<file path="src/rtl/gpu_ucode_sequencer.sv">
// -----------------------------------------------------------------------------
// gpu_ucode_sequencer
//
// Microcode sequencer for the GPU scanline engine. It owns the micro-program
// counter, addresses the combinational microcode ROM, issues datapath uops,
// resolves goto/jz/jnz internally and stalls on the VRAM-read and BG-write
// handshakes. A watchdog flags a datapath that never acknowledges.
//
// Ports:
//   Clock      in   1  system clock, rising edge
//   Reset      in   1  asynchronous, active-high
//   iEnable    in   1  run request (LCD on)
//   iRestart   in   1  pulse: restart program at address 0 at the next fetch
//   oUopAddr   out  8  ROM address (= PC)
//   iUop       in  20  ROM data, combinational from oUopAddr
//   oUop       out 20  last issued uop
//   oUopValid  out  1  one-cycle strobe: datapath executes oUop
//   iZero      in   1  datapath zero flag, sampled while a jump executes
//   oVmemReq   out  1  VRAM read request (level)
//   iVmemAck   in   1  VRAM read data valid
//   oBgWrReq   out  1  BG buffer write request (level)
//   iBgWrAck   in   1  BG buffer write accepted
//   oRunning   out  1  high whenever the sequencer is not idle
//   oError     out  1  sticky ack-timeout flag, cleared only by Reset
//
// All outputs come straight from registers. Issue-related outputs (oUop,
// oUopValid and the request levels) are loaded at the fetch edge from the
// ROM word, so they are visible during the execute cycle of that uop.
// -----------------------------------------------------------------------------
module gpu_ucode_sequencer #(
  parameter logic [4:0] OP_NOP      = 5'd0,
  parameter logic [4:0] OP_GOTO     = 5'd1,
  parameter logic [4:0] OP_JZ       = 5'd2,
  parameter logic [4:0] OP_JNZ      = 5'd3,
  parameter logic [4:0] OP_RVMEM    = 5'd4,
  parameter logic [4:0] OP_WBG      = 5'd5,
  parameter int         ACK_TIMEOUT = 16
) (
  input  logic        Clock,
  input  logic        Reset,
  input  logic        iEnable,
  input  logic        iRestart,
  output logic [7:0]  oUopAddr,
  input  logic [19:0] iUop,
  output logic [19:0] oUop,
  output logic        oUopValid,
  input  logic        iZero,
  output logic        oVmemReq,
  input  logic        iVmemAck,
  output logic        oBgWrReq,
  input  logic        iBgWrAck,
  output logic        oRunning,
  output logic        oError
);

  localparam int CW = $clog2(ACK_TIMEOUT + 1);
  localparam logic [CW-1:0] CNT_ONE      = CW'(1);
  localparam logic [CW-1:0] TIMEOUT_LAST = CW'(ACK_TIMEOUT - 1);

  typedef enum logic [2:0] {
    ST_IDLE      = 3'd0,
    ST_FETCH     = 3'd1,
    ST_EXEC      = 3'd2,
    ST_WAIT_VMEM = 3'd3,
    ST_WAIT_BG   = 3'd4
  } state_t;

  // Control-flow uops never reach the datapath.
  function automatic logic is_flow_op(input logic [4:0] op);
    logic flow;
    if ((op == OP_NOP) || (op == OP_GOTO) || (op == OP_JZ) || (op == OP_JNZ)) begin
      flow = 1'b1;
    end else begin
      flow = 1'b0;
    end
    return flow;
  endfunction

  // Successor PC of a control-flow uop; anything that is not a jump falls through.
  function automatic logic [7:0] flow_pc(input logic [4:0] op,
                                         input logic [7:0] tgt,
                                         input logic [7:0] inc,
                                         input logic       zero);
    logic [7:0] npc;
    if (op == OP_GOTO) begin
      npc = tgt;
    end else if (op == OP_JZ) begin
      npc = zero ? tgt : inc;
    end else if (op == OP_JNZ) begin
      npc = zero ? inc : tgt;
    end else begin
      npc = inc;
    end
    return npc;
  endfunction

  state_t        state_r, state_s;
  logic [7:0]    pc_r, pc_s;
  // Only the fields EXEC decodes are held; the full word already sits in oUop.
  logic [4:0]    ir_op_r, ir_op_s;
  logic [7:0]    ir_tgt_r, ir_tgt_s;
  logic [19:0]   uop_r, uop_s;
  logic          uop_valid_r, uop_valid_s;
  logic          vmem_req_r, vmem_req_s;
  logic          bg_req_r, bg_req_s;
  logic          running_r, running_s;
  logic          error_r, error_s;
  logic          pend_r, pend_s;
  logic [CW-1:0] cnt_r, cnt_s;

  logic [4:0]    fetch_op_s;
  logic [7:0]    pc_inc_s;
  logic          ack_s;

  assign fetch_op_s = iUop[19:15];
  assign pc_inc_s   = pc_r + 8'd1;
  assign ack_s      = (state_r == ST_WAIT_VMEM) ? iVmemAck : iBgWrAck;

  assign oUopAddr  = pc_r;
  assign oUop      = uop_r;
  assign oUopValid = uop_valid_r;
  assign oVmemReq  = vmem_req_r;
  assign oBgWrReq  = bg_req_r;
  assign oRunning  = running_r;
  assign oError    = error_r;

  // Next-state and next-output logic of the sequencer FSM.
  always_comb begin
    state_s     = state_r;
    pc_s        = pc_r;
    ir_op_s     = ir_op_r;
    ir_tgt_s    = ir_tgt_r;
    uop_s       = uop_r;
    uop_valid_s = 1'b0;
    vmem_req_s  = vmem_req_r;
    bg_req_s    = bg_req_r;
    error_s     = error_r;
    cnt_s       = cnt_r;
    // Restart pulses collapse into one pending request.
    pend_s      = pend_r | iRestart;

    case (state_r)
      ST_IDLE: begin
        // Leaving IDLE always starts at 0, so a pending restart is moot.
        pend_s     = 1'b0;
        vmem_req_s = 1'b0;
        bg_req_s   = 1'b0;
        if (iEnable && !error_r) begin
          state_s = ST_FETCH;
          pc_s    = 8'd0;
        end else begin
          state_s = ST_IDLE;
        end
      end

      ST_FETCH: begin
        if (!iEnable) begin
          state_s = ST_IDLE;
        end else if (pend_r) begin
          // Spend this cycle rewinding; the real fetch at 0 follows.
          pc_s    = 8'd0;
          pend_s  = iRestart;
          state_s = ST_FETCH;
        end else begin
          ir_op_s  = fetch_op_s;
          ir_tgt_s = iUop[7:0];
          cnt_s    = '0;
          state_s  = ST_EXEC;
          if (is_flow_op(fetch_op_s)) begin
            uop_valid_s = 1'b0;
          end else begin
            uop_s       = iUop;
            uop_valid_s = 1'b1;
          end
          if (fetch_op_s == OP_RVMEM) begin
            vmem_req_s = 1'b1;
          end else if (fetch_op_s == OP_WBG) begin
            bg_req_s = 1'b1;
          end else begin
            vmem_req_s = 1'b0;
            bg_req_s   = 1'b0;
          end
        end
      end

      ST_EXEC: begin
        // Acks seen here are ignored; only the wait states look at them.
        cnt_s = '0;
        if (ir_op_r == OP_RVMEM) begin
          state_s = ST_WAIT_VMEM;
        end else if (ir_op_r == OP_WBG) begin
          state_s = ST_WAIT_BG;
        end else begin
          pc_s    = flow_pc(ir_op_r, ir_tgt_r, pc_inc_s, iZero);
          state_s = iEnable ? ST_FETCH : ST_IDLE;
        end
      end

      ST_WAIT_VMEM, ST_WAIT_BG: begin
        if (ack_s) begin
          vmem_req_s = 1'b0;
          bg_req_s   = 1'b0;
          pc_s       = pc_inc_s;
          state_s    = iEnable ? ST_FETCH : ST_IDLE;
        end else if (cnt_r == TIMEOUT_LAST) begin
          error_s    = 1'b1;
          vmem_req_s = 1'b0;
          bg_req_s   = 1'b0;
          cnt_s      = cnt_r + CNT_ONE;
          state_s    = ST_IDLE;
        end else begin
          cnt_s = cnt_r + CNT_ONE;
        end
      end

      default: begin
        state_s    = ST_IDLE;
        vmem_req_s = 1'b0;
        bg_req_s   = 1'b0;
      end
    endcase

    running_s = (state_s != ST_IDLE);
  end

  // State and output registers.
  always_ff @(posedge Clock or posedge Reset) begin
    if (Reset) begin
      state_r     <= ST_IDLE;
      pc_r        <= 8'd0;
      ir_op_r     <= 5'd0;
      ir_tgt_r    <= 8'd0;
      uop_r       <= 20'd0;
      uop_valid_r <= 1'b0;
      vmem_req_r  <= 1'b0;
      bg_req_r    <= 1'b0;
      running_r   <= 1'b0;
      error_r     <= 1'b0;
      pend_r      <= 1'b0;
      cnt_r       <= '0;
    end else begin
      state_r     <= state_s;
      pc_r        <= pc_s;
      ir_op_r     <= ir_op_s;
      ir_tgt_r    <= ir_tgt_s;
      uop_r       <= uop_s;
      uop_valid_r <= uop_valid_s;
      vmem_req_r  <= vmem_req_s;
      bg_req_r    <= bg_req_s;
      running_r   <= running_s;
      error_r     <= error_s;
      pend_r      <= pend_s;
      cnt_r       <= cnt_s;
    end
  end

endmodule

</file>
<file path="config.mk">
export PLATFORM = sky130hd
export DESIGN_NAME = gpu_ucode_sequencer
export DESIGN_NICKNAME = d
export VERILOG_FILES = /design/src/rtl/gpu_ucode_sequencer.sv
export SDC_FILE = /design/constraint.sdc
export NUM_CORES = 1
export LEC_CHECK = 0
export BUFFER_PORTS_ARGS = -buffer_cell sky130_fd_sc_hd__buf_2
export CAP_MARGIN = 40
export CELL_PAD_IN_SITES_DETAIL_PLACEMENT = 1
export CELL_PAD_IN_SITES_GLOBAL_PLACEMENT = 1
export CORE_ASPECT_RATIO = 0.7
export CORE_UTILIZATION = 40
export DETAILED_ROUTE_END_ITERATION = 16
export GPL_ROUTABILITY_DRIVEN = 0
export HOLD_SLACK_MARGIN = 0.1
export PLACE_DENSITY = 0.85
export SETUP_SLACK_MARGIN = 0.4
export SLEW_MARGIN = 20
export SYNTH_ARGS = -nofsm -noshare
export SYNTH_HDL_FRONTEND = slang
export SYNTH_SLANG_ARGS = --single-unit
export TNS_END_PERCENT = 10
</file>
<file path="constraint.sdc">
create_clock -name Clock -period 5.45 [get_ports Clock]
set_input_delay 1.09 -clock Clock [delete_from_list [all_inputs] [get_ports Clock]]
set_output_delay 1.09 -clock Clock [all_outputs]
set_load 0.005 [all_outputs]
</file>
; ---- Word-level counts from Yosys, hierarchy flattened
; Cells that the tools add are included.
[op_classes]
n_addsub = 2
mul = 0
div_mod_pow = 0
n_lt_le_gt_ge = 0
n_eq_ne = 26
shifts = 0
n_mux = 49
n_bitwise = 5
reduce_logical = 18
[ops]
columns = cell, count
row1 = 8-bit 2-to-1 mux, 11
row2 = 8-bit case mux with 4 select lines, 1
row3 = 1-bit 2-to-1 mux, 23
row4 = 5-bit by 2-bit == test with 1-bit output (second input constant), 4
row5 = 5-bit by 3-bit == test with 1-bit output (second input constant), 4
row6 = 2-bit inequality test (second input constant), 9
row7 = 5-bit 2-to-1 mux, 3
row8 = 5-bit case mux with 3 select lines, 1
row9 = 3-bit 2-to-1 mux, 4
row10 = 3-bit case mux with 4 select lines, 1
row11 = 5-bit by 1-bit == test with 1-bit output (second input constant), 2
row12 = 5-bit AND reduction, 2
row13 = 8-bit by 1-bit adder with 8-bit output (second input constant), 1
row14 = 4-bit AND reduction, 2
row15 = 7-bit AND reduction, 1
row16 = 3-bit by 2-bit == test with 1-bit output (second input constant), 2
row17 = 3-bit inequality test (second input constant), 2
row18 = 1-bit case mux with 3 select lines, 2
row19 = 3-bit AND reduction, 2
row20 = 3-bit nonzero test, 2
row21 = 5-bit by 1-bit adder with 5-bit output (second input constant), 1
row22 = 5-bit by 4-bit == test with 1-bit output (second input constant), 1
row23 = 5-bit logical NOT, 1
row24 = 2-bit 2-to-1 mux, 2
row25 = other kinds (11), 16
[totals]
reg_bits = 55
latchBits = 0
mem_bits_rw = 0
romBits = 0
input_bits = 27
out_inout_bits = 33
elab_cells = 112
n_memories = 0

; ---- Longest topological paths before layout
; Gate-level depths: netlist (run 1).
[logic_depth]
depth_word = 12
ltp_mapped = 7
ltp_nobuf = 7

; ---- Worst setup path before layout (run 1)
; No wires, ideal clock.
[synth_timing]
kind = input to register
from = input port iEnable
to = register ir_op_r[4]
setup_ns = 0.125
arrival_ns = 2.208
t_required_ns = 5.325
slack_ns = 3.117
path_stages = 4
n_path_buf = 1
path_cell_list = nand2b_4 > nor4b_4 > buf_2 > mux2_2
[synth_between]
elab_chain_len = 1
[synth_rtl]
columns = element, line_no
row1 = start: declaration, 41  ; input logic iEnable,
row2 = 3-bit AND reduction (no line), -
row3 = end signal: assignment, 244  ; ir_op_r <= ir_op_s;
row4 = end: declaration, 100  ; logic [4:0] ir_op_r, ir_op_s;
; No other way between the ends.
; A chain may end at the register's enable or synchronous reset.

; ---- Final worst setup path (run 1)
[layout_timing]
from = input port iEnable
to = register uop_r[7] (netlist: oUop[7])
[layout_between]
elab_chain_len = 1
[layout_rtl]
columns = element, line_no
row1 = 4-bit AND reduction (no line), -
row2 = end signal: assignment, 246  ; uop_r <= uop_s;
row3 = end: declaration, 102  ; logic [19:0] uop_r, uop_s;
; No other way between the ends.

==> summary.md, run 1 <==
| Metric | Value |
|---|---|
| Critical path required time | `5.65 ns` |
| Crit Path Class | `input pin to flip-flop` |
| # rows | `24` |
| GR met3 Demand/Resource | `0.0320` |
| Vias in the first global route | `2193` |
| Most frequent cells in the layout | `60 x buf_2, 55 x dfrtp_1, 16 x nor2_1, 16 x nand2_1, 14 x mux2_2` |
| Largest net degree at the start of global routing | `56` |
| Antenna-violating nets left | `0` |
| Most used DFF post-synth | `dfrtp_1` |
| DRT Pass-1 Iters | `4` |
| CP bufs+invs | `3` |
| End-of-flow core utilization | `0.498` |
| Seq cells post-synth | `55` |
| Final Instance Count excl. Fillers | `384` |
| Tot Pwr | `1540 uW` |
| Peak VDD IR | `262 uV` |
| Total gr overflow | `0` |
| Cells after Synth | `232` |
| Final Hold Viols | `0` |
| Seq/Total Area, Yosys | `0.515` |
| GRT met1 Usage | `0.284` |
| CTS HTree Levels | `2` |
| Headroom to the max-slew limit | `0.500` |
| Hold WS | `0.477 ns` |
| Post-synth ARST share | `1.00` |
| Worst-Margin Slew | `0.740 ns` |
| TritonCTS clock tree | `yes` |
| Reg2Reg Depth | `5` |
| Hold path start | `oError` |
| Pwr dens | `489 nW/um^2` |
| Slowest cell on crit path | `mux2_1` |
| GR peak layer | `met2` |
| Worst r2r dst | `oUop[7]` |
| Hold Path End | `oError` |
| GRT Util Overall | `0.196` |
| Post-synth EDFFs | `0` |
| Avg Synthesized Cell Area | `11.5 sq um` |
| Worst-path maximum fanout | `19` |
| Unrepaired setup endpoints after global routing | `no` |
| Critical Path Sink Type | `flip-flop` |
| Initial antenna violation count | `0` |
| Antenna Cells | `0` |
| Via density | `5.33` |
| # nets final | `322` |
| Post-synth top area share | `0.515` |
| Hold depth | `1` |
| Clock Latency Late Sink | `0.31 ns` |
| Clock Skews | `0.00718 ns` |
| Synth cell types | `49` |
| CP startpoint kind | `input pin` |
| Largest area contributor in the netlist | `dfrtp_1` |
| Die Width | `99.7 um` |
| FMAX | `409 MHz` |
| Syn_nets | `262` |
| Sequential cell area | `1380 sq um` |
| Crit path largest cell delay | `0.32 ns` |
| Status | `finished, final reports clean` |
| Hold/Removal Path Class | `flip-flop to flip-flop` |
| Clock Tree Root | `clkbuf_8` |
| Crit share post-route | `0.449` |
| IO Count | `60` |
| Worst r2r src | `state_r[0]` |
| Starting DRT DRC Count | `88` |
| Final setup fails | `0` |
| Die Y | `70.4 um` |
| Multi-input combinational cell area | `1190 sq um` |
| # fillers | `702` |
| Register-to-register setup slack | `3.17 ns` |
| Final wirelength | `6.32 mm` |
| Crit-path leading delay family | `buffers and inverters` |
| Layout cells sized above 1 | `0.345` |
| Bufs on Longest Clock Path | `2` |
| Most common cell after layout, fill and taps aside | `buf_2` |
| Synth area leaders | `dfrtp_1 51%, mux2_2 5.9%, mux2_1 4.2%` |
| Fin Setup TNS | `0 ns` |
| Reg clk slew, reported paths | `0.11 ns` |
| Synth Warn # | `0` |
| Count of pins over their slew limit | `0` |
| Tmin final | `2.45 ns` |
| Total CTS buffers | `5` |
| LEAKAGE | `0.00152 uW` |
| Max Cap Viol | `0` |
| IO buf count | `59` |
| Post-detail-place hpwl | `4.70 mm` |
| Dpl cells | `375` |
| Met2 usage | `0.305` |
| Die area | `7020 sq um` |
| CP cell instances | `buf_2 -> nand2b_4 -> nor4b_4 -> buf_4 -> nand2b_1 -> buf_8 -> mux2_1` |
| CTS hold repair buffers | `0` |
| Setup bufs post-CTS | `0` |
| First-pass GRT wire length | `10.8 mm` |
| Area Growth Syn to Fin | `18.0%` |
| Clock sinks | `55` |
| Core area | `6340 sq um` |
| Drt drc | `0` |
| Post-CTS sizing | `0` |
| Crit path DAT | `2.65 ns` |
| Detailed-route via count | `2047` |
| DR WL/cell | `16.5 um` |
| Initial Utilization | `0.422` |
| Synthesized cell area | `2670 sq um` |
## report_power, final
part | internal [uW] | leakage, uW | switching (uW)
registers | 564 | 0.000693 | 140
logic | 317 | 0.000773 | 273
clock network | 107 | 0.0000522 | 144
## routing by layer
metal  share of wire  vias up
met5               0        -
met4           0.012        0
met3           0.041        9
met2            0.45       53
met1            0.49     1033
li1                -      952
## kinds of logic after synthesis
family	synth area share
AND/OR/NAND/NOR	0.135
flip-flops	0.515
AO/OA/AOI/OAI	0.140
multiplexers	0.148
buffers and inverters	0.0416
adder cells (fa/ha/maj)	0.0140
XOR/XNOR	0.00655
## worst register-to-register path, stage by stage, from the launching register on
cell,delay (ns)
dfrtp_1,0.72
nor4b_4,0.31
buf_4,0.30
nand2b_1,0.28
buf_8,0.25
mux2_1,0.32
## sequential cells by signal, summed over array words and instances (netlist names)
register   count
oRunning       1
oBgWrReq       1
oUop          20
oVmemReq       1
oUopAddr       8
state_r        3
cnt_r          5
ir_tgt_r       8
ir_op_r        5
oUopValid      1
pend_r         1
oError         1
## how the worst max path moves through the flow
| stage | slack [ns] | startpoint | to | cells after the start |
|---|---|---|---|---|
| floorplan | 3.02 | Reset | cnt_r[0] | 1 |
| global placement | 2.42 | iEnable | oUop[8] | 6 |
| detailed placement | 2.64 | iEnable | oUop[7] | 7 |
| CTS | 2.98 | iEnable | oUop[7] | 7 |
| global route | 2.88 | iEnable | oUop[7] | 7 |
| finish | 3.00 | iEnable | oUop[7] | 7 |
## synthesized netlist by cell type (4+ instances only)
| cell | n |
|---|---|
| o21ai_0 | 4 |
| nor2_1 | 16 |
| nand2_1 | 16 |
| nor3_1 | 4 |
| nor2b_1 | 6 |
| o22ai_1 | 5 |
| buf_2 | 4 |
| mux2_1 | 10 |
| a22oi_1 | 4 |
| a22o_1 | 5 |
| dfrtp_1 | 55 |
| nand3_1 | 5 |
| inv_1 | 13 |
| mux2_2 | 14 |
| a21oi_1 | 9 |
| mux2_4 | 7 |
| a32oi_1 | 4 |
| a31oi_1 | 5 |
## layout make-up
| cell class | count | share of cell area |
|---|---|---|
| inverters | 13 | 0.0155 |
| clock buffers | 6 | 0.0262 |
| clock inverters | 2 | 0.00555 |
| repair buffers | 63 | 0.105 |
| flip-flops and latches | 55 | 0.436 |
| well taps | 91 | 0.0361 |
| multi-input cells | 154 | 0.376 |
## through the flow
step                      cell area (sq um)  setup WS (ns)
after floorplan                        2670           3.02
after global placement                 3040           2.42
after detailed placement               3050           2.64
after CTS                              3150           2.98
after global routing                   3160           2.88
final                                  3160           3.00
Note: power is estimated with default switching activity, not from simulation.
==> run 2: changes to the inputs <==
clock period = 2.5 ns   (was 5.45 ns; I/O delays follow)
==> summary.md, run 2 (synthesized netlist as in run 1, its figures left out) <==
| Metric | Value |
|---|---|
| Status | `finished, final reports clean` |
| Unrepaired setup endpoints after global routing | `yes` |
| Antenna Cells | `0 (unchanged)` |
| Core area | `6340 sq um (unchanged)` |
| Via density | `5.30 (-0.55%)` |
| Crit share post-route | `0.788` |
| Vias in the first global route | `2148 (-2.1%)` |
| DR WL/cell | `16.7 um (+1.2%)` |
| Bufs on Longest Clock Path | `2 (unchanged)` |
| Headroom to the max-slew limit | `0.575 (+0.0752)` |
| Max Cap Viol | `0 (unchanged)` |
| Final wirelength | `6.41 mm (+1.5%)` |
| Area Growth Syn to Fin | `19.0%` |
| TritonCTS clock tree | `yes` |
| CTS HTree Levels | `2 (unchanged)` |
| Hold WS | `0.268 ns (-0.209 ns)` |
| FMAX | `507 MHz` |
| Setup bufs post-CTS | `0 (unchanged)` |
| Clock Skews | `0.00802 ns (+0.000838 ns)` |
| Hold/Removal Path Class | `input pin to async pin` |
| Fin Setup TNS | `0 ns (unchanged)` |
| IO Count | `60 (unchanged)` |
| Tot Pwr | `3360 uW (+120%)` |
| Tmin final | `1.97 ns` |
| CTS hold repair buffers | `0 (unchanged)` |
| Final setup fails | `0 (unchanged)` |
| Max FFs per register | `20 (unchanged)` |
| GRT Util Overall | `0.197 (+0.000829)` |
| Clock Tree Root | `clkbuf_8` |
| Register-to-register setup slack | `0.53 ns (-2.64 ns)` |
| # nets final | `323 (+0.31%)` |
| Layout cells sized above 1 | `0.354 (+0.00903)` |
| Clock Latency Late Sink | `0.31 ns (about the same)` |
| IO buf count | `59 (unchanged)` |
| Pwr dens | `1060 nW/um^2 (+120%)` |
| Die Width | `99.7 um (unchanged)` |
| Largest net degree at the start of global routing | `29 (-48%)` |
| Worst-Margin Slew | `0.637 ns (-0.103 ns)` |
| Peak VDD IR | `527 uV (+100%)` |
| Initial antenna violation count | `0 (unchanged)` |
| Antenna-violating nets left | `0 (unchanged)` |
| Clock sinks | `55 (unchanged)` |
| End-of-flow core utilization | `0.502 (+0.00415)` |
| LEAKAGE | `0.00152 uW (+0.30%)` |
| Starting DRT DRC Count | `118 (+34%)` |
| Total CTS buffers | `5 (unchanged)` |
| Drt drc | `0 (unchanged)` |
| Die area | `7020 sq um (unchanged)` |
| Count of pins over their slew limit | `0 (unchanged)` |
| First-pass GRT wire length | `10.7 mm (-0.77%)` |
| Crit path DAT | `2.21 ns (-0.44 ns)` |
| Most common cell after layout, fill and taps aside | `buf_2` |
| Initial Utilization | `0.422 (unchanged)` |
| Post-detail-place hpwl | `4.77 mm (+1.6%)` |
| Reg clk slew, reported paths | `0.10 ns (about the same)` |
| Crit Path Class | `flip-flop to flip-flop` |
| # rows | `24 (unchanged)` |
| Die Y | `70.4 um (unchanged)` |
| Critical path required time | `2.74 ns (-2.91 ns)` |
| Worst-path maximum fanout | `13 (-6)` |
| DRT Pass-1 Iters | `4 (unchanged)` |
| CP startpoint kind | `flip-flop` |
| Critical Path Sink Type | `flip-flop` |
| Final Hold Viols | `0 (unchanged)` |
| Total gr overflow | `0 (unchanged)` |
| Detailed-route via count | `2041 (-0.29%)` |
| Most frequent cells in the layout | `59 x buf_2, 53 x dfrtp_1, 16 x nor2_1, 16 x nand2_1, 14 x mux2_2` |
## run 2: changes by cell type in the layout (fill, tap and decap cells not counted)
cell	change
clkinv_4	+2
buf_8	-1
buf_12	+2
dfrtp_2	+2
nor4_2	+1
clkbuf_8	-1
dfrtp_1	-2
inv_6	-2
buf_2	-1
nor4_1	-1
buf_4	+1
clkbuf_1	+1
## run 2: worst paths after layout
| kind | start | endpoint | cells past startpoint |
|---|---|---|---|
| setup / recovery | state_r[1] | cnt_r[3] | 5 |
| hold / removal | Reset | oUopValid | 2 |
| setup reg to reg | state_r[1] | cnt_r[3] | 5 |
| hold reg to reg | cnt_r[4] | cnt_r[4] | 2 |
| max in group asynchronous | Reset | state_r[0] | 3 |
| min in group Clock | iUop[8] | oUop[8] | 2 |
## run 2: area by class of cell
class                   count  area (sq um)
clock buffers               6          72.6
clock inverters             2          17.5
fillers                   713          3150
inverters                  13          48.8
multi-input cells         154          1190
flip-flops and latches     55          1380
well taps                  91           114
repair buffers             64           358
## run 2: what timing repair did
| item | CTS | global route |
|---|---|---|
| endpoints found under the hold margin | 0 | 0 |
| endpoints found under the setup margin | 0 | 21 |
| gates resized for setup | 0 | 3 |
## run 2: power by group
part | internal, uW | total (uW) | switching (uW)
combinational | 710 | 1320 | 610
clock | 202 | 501 | 299
sequential | 1230 | 1540 | 310
total | 2140 | 3360 | 1220
## run 2: metal layers
layer | part of all wire | up-vias | global-route usage
met5 | 0 | - | 0
met4 | 0.0053 | 0 | 0.0490
met3 | 0.052 | 4 | 0.0490
met2 | 0.46 | 51 | 0.302
met1 | 0.48 | 1029 | 0.279
li1 | - | 957 | -
## run 2: worst max-delay path, cell delays in order, from the launching register on
cell and delay [ns]:
dfrtp_1 0.56, nor2b_1 0.27, a32oi_1 0.39, o21ai_2 0.18
or3_1 0.38, a2bb2oi_1 0.13
## run 2: per-stage QoR
stage	instance area, sq um	setup slack [ns]	cells
floorplan	2670	0.657	232
global placement	3080	0.510	377
detailed placement	3080	0.447	377
CTS	3170	0.415	385
global route	3180	0.393	385
finish	3180	0.530	385
